[src/rtl/inject_queue_pkg.sv]
// Shared types and defaults for the ring-node injection queue.
// Flit layout: STEER_W bits wide, with the MSB used as the flit-valid marker.
package inject_queue_pkg;

    // Flit geometry shared with the ring datapath.
    localparam int STEER_W = 16;
    localparam int VALID_F = STEER_W - 1;

    // Queue defaults.
    localparam int INJQ_DEPTH      = 4;
    localparam int INJQ_STARVE_LIM = 16;
    localparam int INJQ_CNT_W      = 8;

    typedef logic [STEER_W-1:0] flit_t;

    // Local flits arrive with an unreliable valid bit; the queue owns it.
    function automatic flit_t mark_valid(input flit_t f);
        flit_t r;
        r          = f;
        r[VALID_F] = 1'b1;
        return r;
    endfunction

endpackage

[src/rtl/inject_queue_fifo.sv]
// One per-channel injection FIFO.
// Holds storage, pointers, occupancy and the head wait counter that drives the
// starvation flag. There is no bypass in either direction: a push is visible on
// head_o one cycle later, and a push into a full FIFO is dropped even if a pop
// happens in the same cycle.
module inject_fifo
    import inject_queue_pkg::*;
#(
    parameter int DEPTH      = INJQ_DEPTH,
    parameter int STARVE_LIM = INJQ_STARVE_LIM,
    parameter int PTR_W      = $clog2(DEPTH),
    parameter int CNT_W      = INJQ_CNT_W
) (
    input  logic             clk,
    input  logic             rst_n,
    input  logic             push_i,
    input  flit_t            data_i,
    input  logic             pop_i,
    output flit_t            head_o,
    output logic [PTR_W:0]   occ_o,
    output logic             full_o,
    output logic             starve_o
);

    localparam logic [PTR_W:0]   OCC_FULL = (PTR_W + 1)'(DEPTH);
    localparam logic [CNT_W-1:0] CNT_LIM  = CNT_W'(STARVE_LIM);

    flit_t            mem_q [DEPTH];
    logic [PTR_W-1:0] wr_ptr_q, wr_ptr_d;
    logic [PTR_W-1:0] rd_ptr_q, rd_ptr_d;
    logic [PTR_W:0]   occ_q, occ_d;
    logic [CNT_W-1:0] wait_q, wait_d;
    logic             starve_q, starve_d;

    logic empty;
    logic full;
    logic do_push;
    logic do_pop;

    assign empty   = (occ_q == '0);
    assign full    = (occ_q == OCC_FULL);
    assign do_push = push_i & ~full;
    // A pop on an empty FIFO is ignored so occupancy can never underflow.
    assign do_pop  = pop_i & ~empty;

    // Next-state for pointers, occupancy, wait counter and starvation flag.
    always_comb begin
        wr_ptr_d = wr_ptr_q;
        rd_ptr_d = rd_ptr_q;
        occ_d    = occ_q;
        wait_d   = wait_q;

        if (do_push) wr_ptr_d = wr_ptr_q + 1'b1;
        if (do_pop)  rd_ptr_d = rd_ptr_q + 1'b1;

        case ({do_push, do_pop})
            2'b10:   occ_d = occ_q + 1'b1;
            2'b01:   occ_d = occ_q - 1'b1;
            default: occ_d = occ_q;
        endcase

        // The counter measures how long the current head has gone unserved.
        if (pop_i || empty) begin
            wait_d = '0;
        end else if (wait_q != CNT_LIM) begin
            wait_d = wait_q + 1'b1;
        end

        starve_d = (wait_d == CNT_LIM);
    end

    // Control state with asynchronous reset.
    always_ff @(posedge clk or negedge rst_n) begin
        if (!rst_n) begin
            wr_ptr_q <= '0;
            rd_ptr_q <= '0;
            occ_q    <= '0;
            wait_q   <= '0;
            starve_q <= 1'b0;
        end else begin
            wr_ptr_q <= wr_ptr_d;
            rd_ptr_q <= rd_ptr_d;
            occ_q    <= occ_d;
            wait_q   <= wait_d;
            starve_q <= starve_d;
        end
    end

    // Flit storage; contents are only observed while occupancy covers them.
    always_ff @(posedge clk) begin
        if (do_push) mem_q[wr_ptr_q] <= data_i;
    end

    assign head_o   = empty ? '0 : mem_q[rd_ptr_q];
    assign occ_o    = occ_q;
    assign full_o   = full;
    assign starve_o = starve_q;

endmodule

[src/rtl/inject_queue.sv]
// Local injection buffer of a ring node.
// Steers local flits into one of two channel FIFOs and presents each FIFO head
// to the injector; ack0/ack1 pop the corresponding head.
module inject_queue
    import inject_queue_pkg::*;
#(
    parameter int DEPTH      = INJQ_DEPTH,
    parameter int STARVE_LIM = INJQ_STARVE_LIM,
    parameter int PTR_W      = $clog2(DEPTH),
    parameter int CNT_W      = INJQ_CNT_W
) (
    input  logic               clk,
    input  logic               rst_n,
    input  logic [STEER_W-1:0] in_flit,
    input  logic               in_ch,
    input  logic               in_valid,
    output logic               in_ready,
    output logic [STEER_W-1:0] c_in0,
    output logic [STEER_W-1:0] c_in1,
    input  logic               ack0,
    input  logic               ack1,
    output logic [PTR_W:0]     occ0,
    output logic [PTR_W:0]     occ1,
    output logic               starve0,
    output logic               starve1
);

    logic  full0, full1;
    logic  push0, push1;
    flit_t flit_in;

    // Handshake: a flit is accepted on a rising edge where in_valid and in_ready
    // are both high; in_ready depends only on the selected channel's full flag
    // (and is held low during reset), never on ack.
    assign in_ready = rst_n & ~(in_ch ? full1 : full0);
    assign push0    = in_valid & in_ready & ~in_ch;
    assign push1    = in_valid & in_ready &  in_ch;
    assign flit_in  = mark_valid(in_flit);

    inject_fifo #(
        .DEPTH      (DEPTH),
        .STARVE_LIM (STARVE_LIM),
        .PTR_W      (PTR_W),
        .CNT_W      (CNT_W)
    ) u_fifo0 (
        .clk      (clk),
        .rst_n    (rst_n),
        .push_i   (push0),
        .data_i   (flit_in),
        .pop_i    (ack0),
        .head_o   (c_in0),
        .occ_o    (occ0),
        .full_o   (full0),
        .starve_o (starve0)
    );

    inject_fifo #(
        .DEPTH      (DEPTH),
        .STARVE_LIM (STARVE_LIM),
        .PTR_W      (PTR_W),
        .CNT_W      (CNT_W)
    ) u_fifo1 (
        .clk      (clk),
        .rst_n    (rst_n),
        .push_i   (push1),
        .data_i   (flit_in),
        .pop_i    (ack1),
        .head_o   (c_in1),
        .occ_o    (occ1),
        .full_o   (full1),
        .starve_o (starve1)
    );

endmodule

[config.mk]
export PLATFORM = sky130hd
export DESIGN_NAME = inject_queue
export DESIGN_NICKNAME = d
export VERILOG_FILES = /design/src/rtl/inject_queue_pkg.sv /design/src/rtl/inject_queue_fifo.sv /design/src/rtl/inject_queue.sv
export SDC_FILE = /design/constraint.sdc
export NUM_CORES = 1
export LEC_CHECK = 0
export BUFFER_PORTS_ARGS = -buffer_cell sky130_fd_sc_hd__buf_4
export CORE_MARGIN = 5
export CORE_UTILIZATION = 59
export DETAILED_ROUTE_END_ITERATION = 8
export PLACE_DENSITY_LB_ADDON = 0.08
export SLEW_MARGIN = 25
export SYNTH_ARGS = -nofsm -noshare
export SYNTH_HDL_FRONTEND = slang
export SYNTH_SLANG_ARGS = --single-unit
[constraint.sdc]
create_clock -name clk -period 3.25 [get_ports clk]
set_clock_uncertainty 0.2 [all_clocks]
set_input_delay 0.4875 -clock clk [delete_from_list [all_inputs] [get_ports clk]]
set_output_delay 0.4875 -clock clk [all_outputs]
set_load 0.03 [all_outputs]
==> results summary <==
The run finished with clean final reports. The path with the worst hold slack has its endpoint at u_fifo1.rd_ptr_q[0]. The static leakage is 0.00293 uW. Entering global routing, the biggest net connects 34 pins. The setup-violating endpoint count in the final report came out at 0.

After detailed routing, the average wire length per cell comes to 18.0 um. The filler cell count in the final layout came out at 699. The required time of the worst setup path came out at 2.56 ns. The part of the total power dissipated in the clock network came out at 0.266. The delay contributed by the slowest stage of the critical path is 0.66 ns. For the pin with the worst max-slew slack, the measured transition is 0.776 ns. For this block, the routed nets add up to 11.5 mm of wire. The combined area of all synthesized cells is 6410 sq um. The maximum net fanout on the critical path is 10.

The overall die area came out at 13,100 sq um. The H-tree was split into 4 levels. The worst setup path is captured at an output pin. The total grt overflow came out at 0.

The number of sinks handled by clock tree synthesis is 152. The signal on the critical path passes through buf_12 > mux4_2 > and2_1 > buf_4. The count of cells along the worst register-to-register path came out at 11. The switching power of the nets came out at 2320 uW.

The post-synth net total is 428. The fmax came out at 340 MHz. The average footprint of a synthesized cell is 16.4 sq um.

The worst hold path belongs to the class in -> reg. The final weighted congestion of routability-driven global placement came out at 0.848. The number of antenna violations at the first check in global routing came out at 0. The cell count after synthesis came out at 390.

The power density over cell area is 875 nW/um^2. The count of non-filler cells in the finished layout came out at 637. The number of placed instances with taps included is 588. The max-cap check violation count is 0. The final critical delay including setup and external delays is 2.94 ns. The number of gates resized after CTS is 0. Measured against its own limit, the worst slew margin works out to 0.483. The number of max-slew violations in the final report is 0. The number of nets with antenna violations after detailed routing is 0. The number of top-level pins came out at 63. The HPWL after detailed placement came out at 7.43 mm. The final critical-path setup slack is 0.309 ns. STA classifies the critical path startpoint as a register. The number of flops mapped to enable cells by yosys is 120. The final hold violation count came out at 0. The part of the Yosys area used for sequential elements came out at 0.687. The largest buffer count on any clock path is 2. The global-route wire length before repair came out at 19.0 mm. In this run the most critical hold path is launched from ack1.

The number of CTS-inserted buffers came out at 17. The data arrival time of the critical path came out at 2.25 ns. The number of register bits inferred by synthesis came out at 152. The total via count after detailed routing came out at 3,500. The maximum vdd drop is 0.624 mV. The violation count after the first detailed-routing iteration is 236. After clock tree synthesis, the setup repair step added 0 buffers. The worst register-to-register path begins at u_fifo0.occ_o[0]. The placeable core region came out at 10,700 sq um. The period utilization came out at 0.905.

The combinational cell fraction of total power came out at 0.359. The CTS tree is built. The vias per cell is 5.49. The count of input and output buffers is 61.

The kind of critical path is reg -> out. The number of hold-repair buffers added at the cts stage came out at 17. The clock slew seen by the registers of the worst setup and hold paths is 0.06 ns. The cell depth of the worst hold path is 3. The area used by sequential logic in the layout is 4400 sq um. Prior to clock tree synthesis, the placed netlist has a worst setup slack of 0.804 ns.

The share of total power dissipated in sequential elements is 0.376. 0 antenna diodes ended up in the layout. For this run, the total global-route usage over all layers was measured as 0.197.

The floorplan row count came out at 38. At the later pin of the worst-skew pair, clock insertion delay measures 0.52 ns. The ratio of cells with drive above 1 in the final layout is 0.270.

The worst register-to-register path ends at u_fifo0.occ_o[2]. The starting density of the core came out at 0.597. The setup check on the worst reg-to-reg path leaves a slack of 0.84 ns. The first detailed-routing pass ran for 6 iterations. For the final routed database, the setup TNS stands at 0 ns. The area taken by multi-input logic gates is 1870 sq um. The total internal power is 4510 uW. The tree is rooted in a clkbuf_8.

On the critical path, the stage with the largest delay is an instance of dfrtp_1. The fraction of synthesis flops using an asynchronous set or reset pin came out at 0.211. From bottom edge to top edge, the die measures 114 um. In the routed design, unresolved DRC markers number 0. The number of warnings issued by yosys came out at 0. The horizontal extent of the die is 114 um. The synthesis-to-finish area growth is 21.7%. The most used flip-flop cell after synthesis is edfxtp_1.

The net count reported at finish is 522. The count of different cell masters after synthesis came out at 37. The proportion of total power due to net switching is 0.340.

The via count of the first global-routing pass is 3,727. Setup repair after global routing left no endpoint under its margin.
[placed cells by master (no fill, tap or decap), types with 7 or more instances in the layout]
| master | count |
|---|---|
| nor2_1 | 22 |
| dlygate4sd3_1 | 17 |
| dfrtp_1 | 32 |
| and2_1 | 40 |
| and3_1 | 7 |
| inv_1 | 19 |
| nand3_1 | 9 |
| ha_1 | 14 |
| nor3_1 | 8 |
| mux4_2 | 30 |
| xor2_1 | 10 |
| buf_4 | 73 |
| nand2_1 | 10 |
| xnor2_1 | 16 |
| edfxtp_1 | 120 |
| clkbuf_16 | 16 |
[how the worst max path moves through the flow]
stage | start | end | cells past startpoint
2_1_floorplan | u_fifo1.occ_o[1] | u_fifo1.occ_o[2] | 10
3_3_place_gp | u_fifo1.rd_ptr_q[0] | c_in1[3] | 4
3_5_place_dp | u_fifo0.occ_o[0] | u_fifo0.occ_o[2] | 11
4_1_cts | u_fifo0.rd_ptr_q[0] | c_in0[12] | 4
5_1_grt | u_fifo0.rd_ptr_q[0] | c_in0[12] | 4
6_report | u_fifo0.rd_ptr_q[0] | c_in0[12] | 4
[layer usage]
layer | GRT usage | vias up | part of all wire
met5 | 0 | - | 0
li1 | - | 1633 | -
met3 | 0.0523 | 15 | 0.054
met1 | 0.262 | 1773 | 0.43
met2 | 0.320 | 79 | 0.50
met4 | 0.0641 | 0 | 0.012
[flip-flops by register name, indices dropped and copies added, names as in the netlist]
signal            cells
u_fifo1.mem_q        60
u_fifo0.starve_o      1
u_fifo1.occ_o         3
u_fifo1.wr_ptr_q      2
u_fifo0.mem_q        60
u_fifo0.wr_ptr_q      2
u_fifo0.rd_ptr_q      2
u_fifo0.wait_q        8
u_fifo1.wait_q        8
u_fifo1.starve_o      1
u_fifo1.rd_ptr_q      2
u_fifo0.occ_o         3
[power groups by stage]
| stage | sequential [uW] | clock, uW | combinational [uW] |
|---|---|---|---|
| after global routing | 2610 | 1940 | 2650 |
| final | 2570 | 1820 | 2450 |
| after CTS | 2580 | 1840 | 2500 |
| after detailed placement | 2620 | 0 | 2470 |
| after global placement | 2610 | 0 | 2430 |
| after floorplan | 2510 | 0 | 1720 |
[metrics by stage]
stage | cell area (sq um) | hold slack (ns) | total power (uW) | utilization
after floorplan | 6410 | -0.00809 | 4230 | -
after global placement | 7090 | 0.301 | 5030 | 0.660
after detailed placement | 7090 | 0.318 | 5090 | 0.660
after CTS | 7810 | 0.105 | 6920 | 0.727
after global routing | 7810 | 0.133 | 7210 | 0.727
final | 7810 | 0.126 | 6830 | 0.727
[synth_stat cells, types with 2 or more instances]
library cell | count | area, sq um
a211oi_1 | 2 | 15.0
a21oi_1 | 4 | 20.0
a31oi_1 | 2 | 12.5
and2_1 | 40 | 250
and3_1 | 7 | 43.8
buf_2 | 3 | 15.0
clkbuf_1 | 12 | 45.0
dfrtp_1 | 32 | 801
edfxtp_1 | 120 | 3600
fa_1 | 2 | 40.0
ha_1 | 14 | 175
inv_1 | 19 | 71.3
mux2i_1 | 3 | 30.0
mux4_2 | 30 | 676
nand2_1 | 10 | 37.5
nand2b_1 | 4 | 25.0
nand3_1 | 9 | 45.0
nor2_1 | 22 | 82.6
nor3_1 | 8 | 40.0
nor4b_1 | 2 | 17.5
o21ai_0 | 3 | 15.0
o22ai_1 | 2 | 12.5
or3_1 | 2 | 12.5
xnor2_1 | 16 | 140
xor2_1 | 10 | 87.6
[area by class of cell]
type	instances	share of cell area
tap	140	0.0224
sequential	152	0.564
clock buffer	17	0.0530
timing repair buffer	91	0.0946
clock inverter	15	0.0171
inverter	19	0.00913
multi-input combinational	203	0.240
[cells by family after synthesis]
kind of cell	share of synthesized area
compound gates	0.0179
xor+xnor	0.0355
fa+ha+maj	0.0336
buf+inv	0.0217
flops	0.687
mux	0.110
simple gates	0.0946
[worst max-delay path: cells and delay by family, from the launching register on]
kind / cells / cell delay, ns
muxes: 1 / 0.51
buffers and inverters: 2 / 0.38
DFF: 1 / 0.66
and+or+nand+nor: 1 / 0.18
Power figures use the tool's default switching activity.
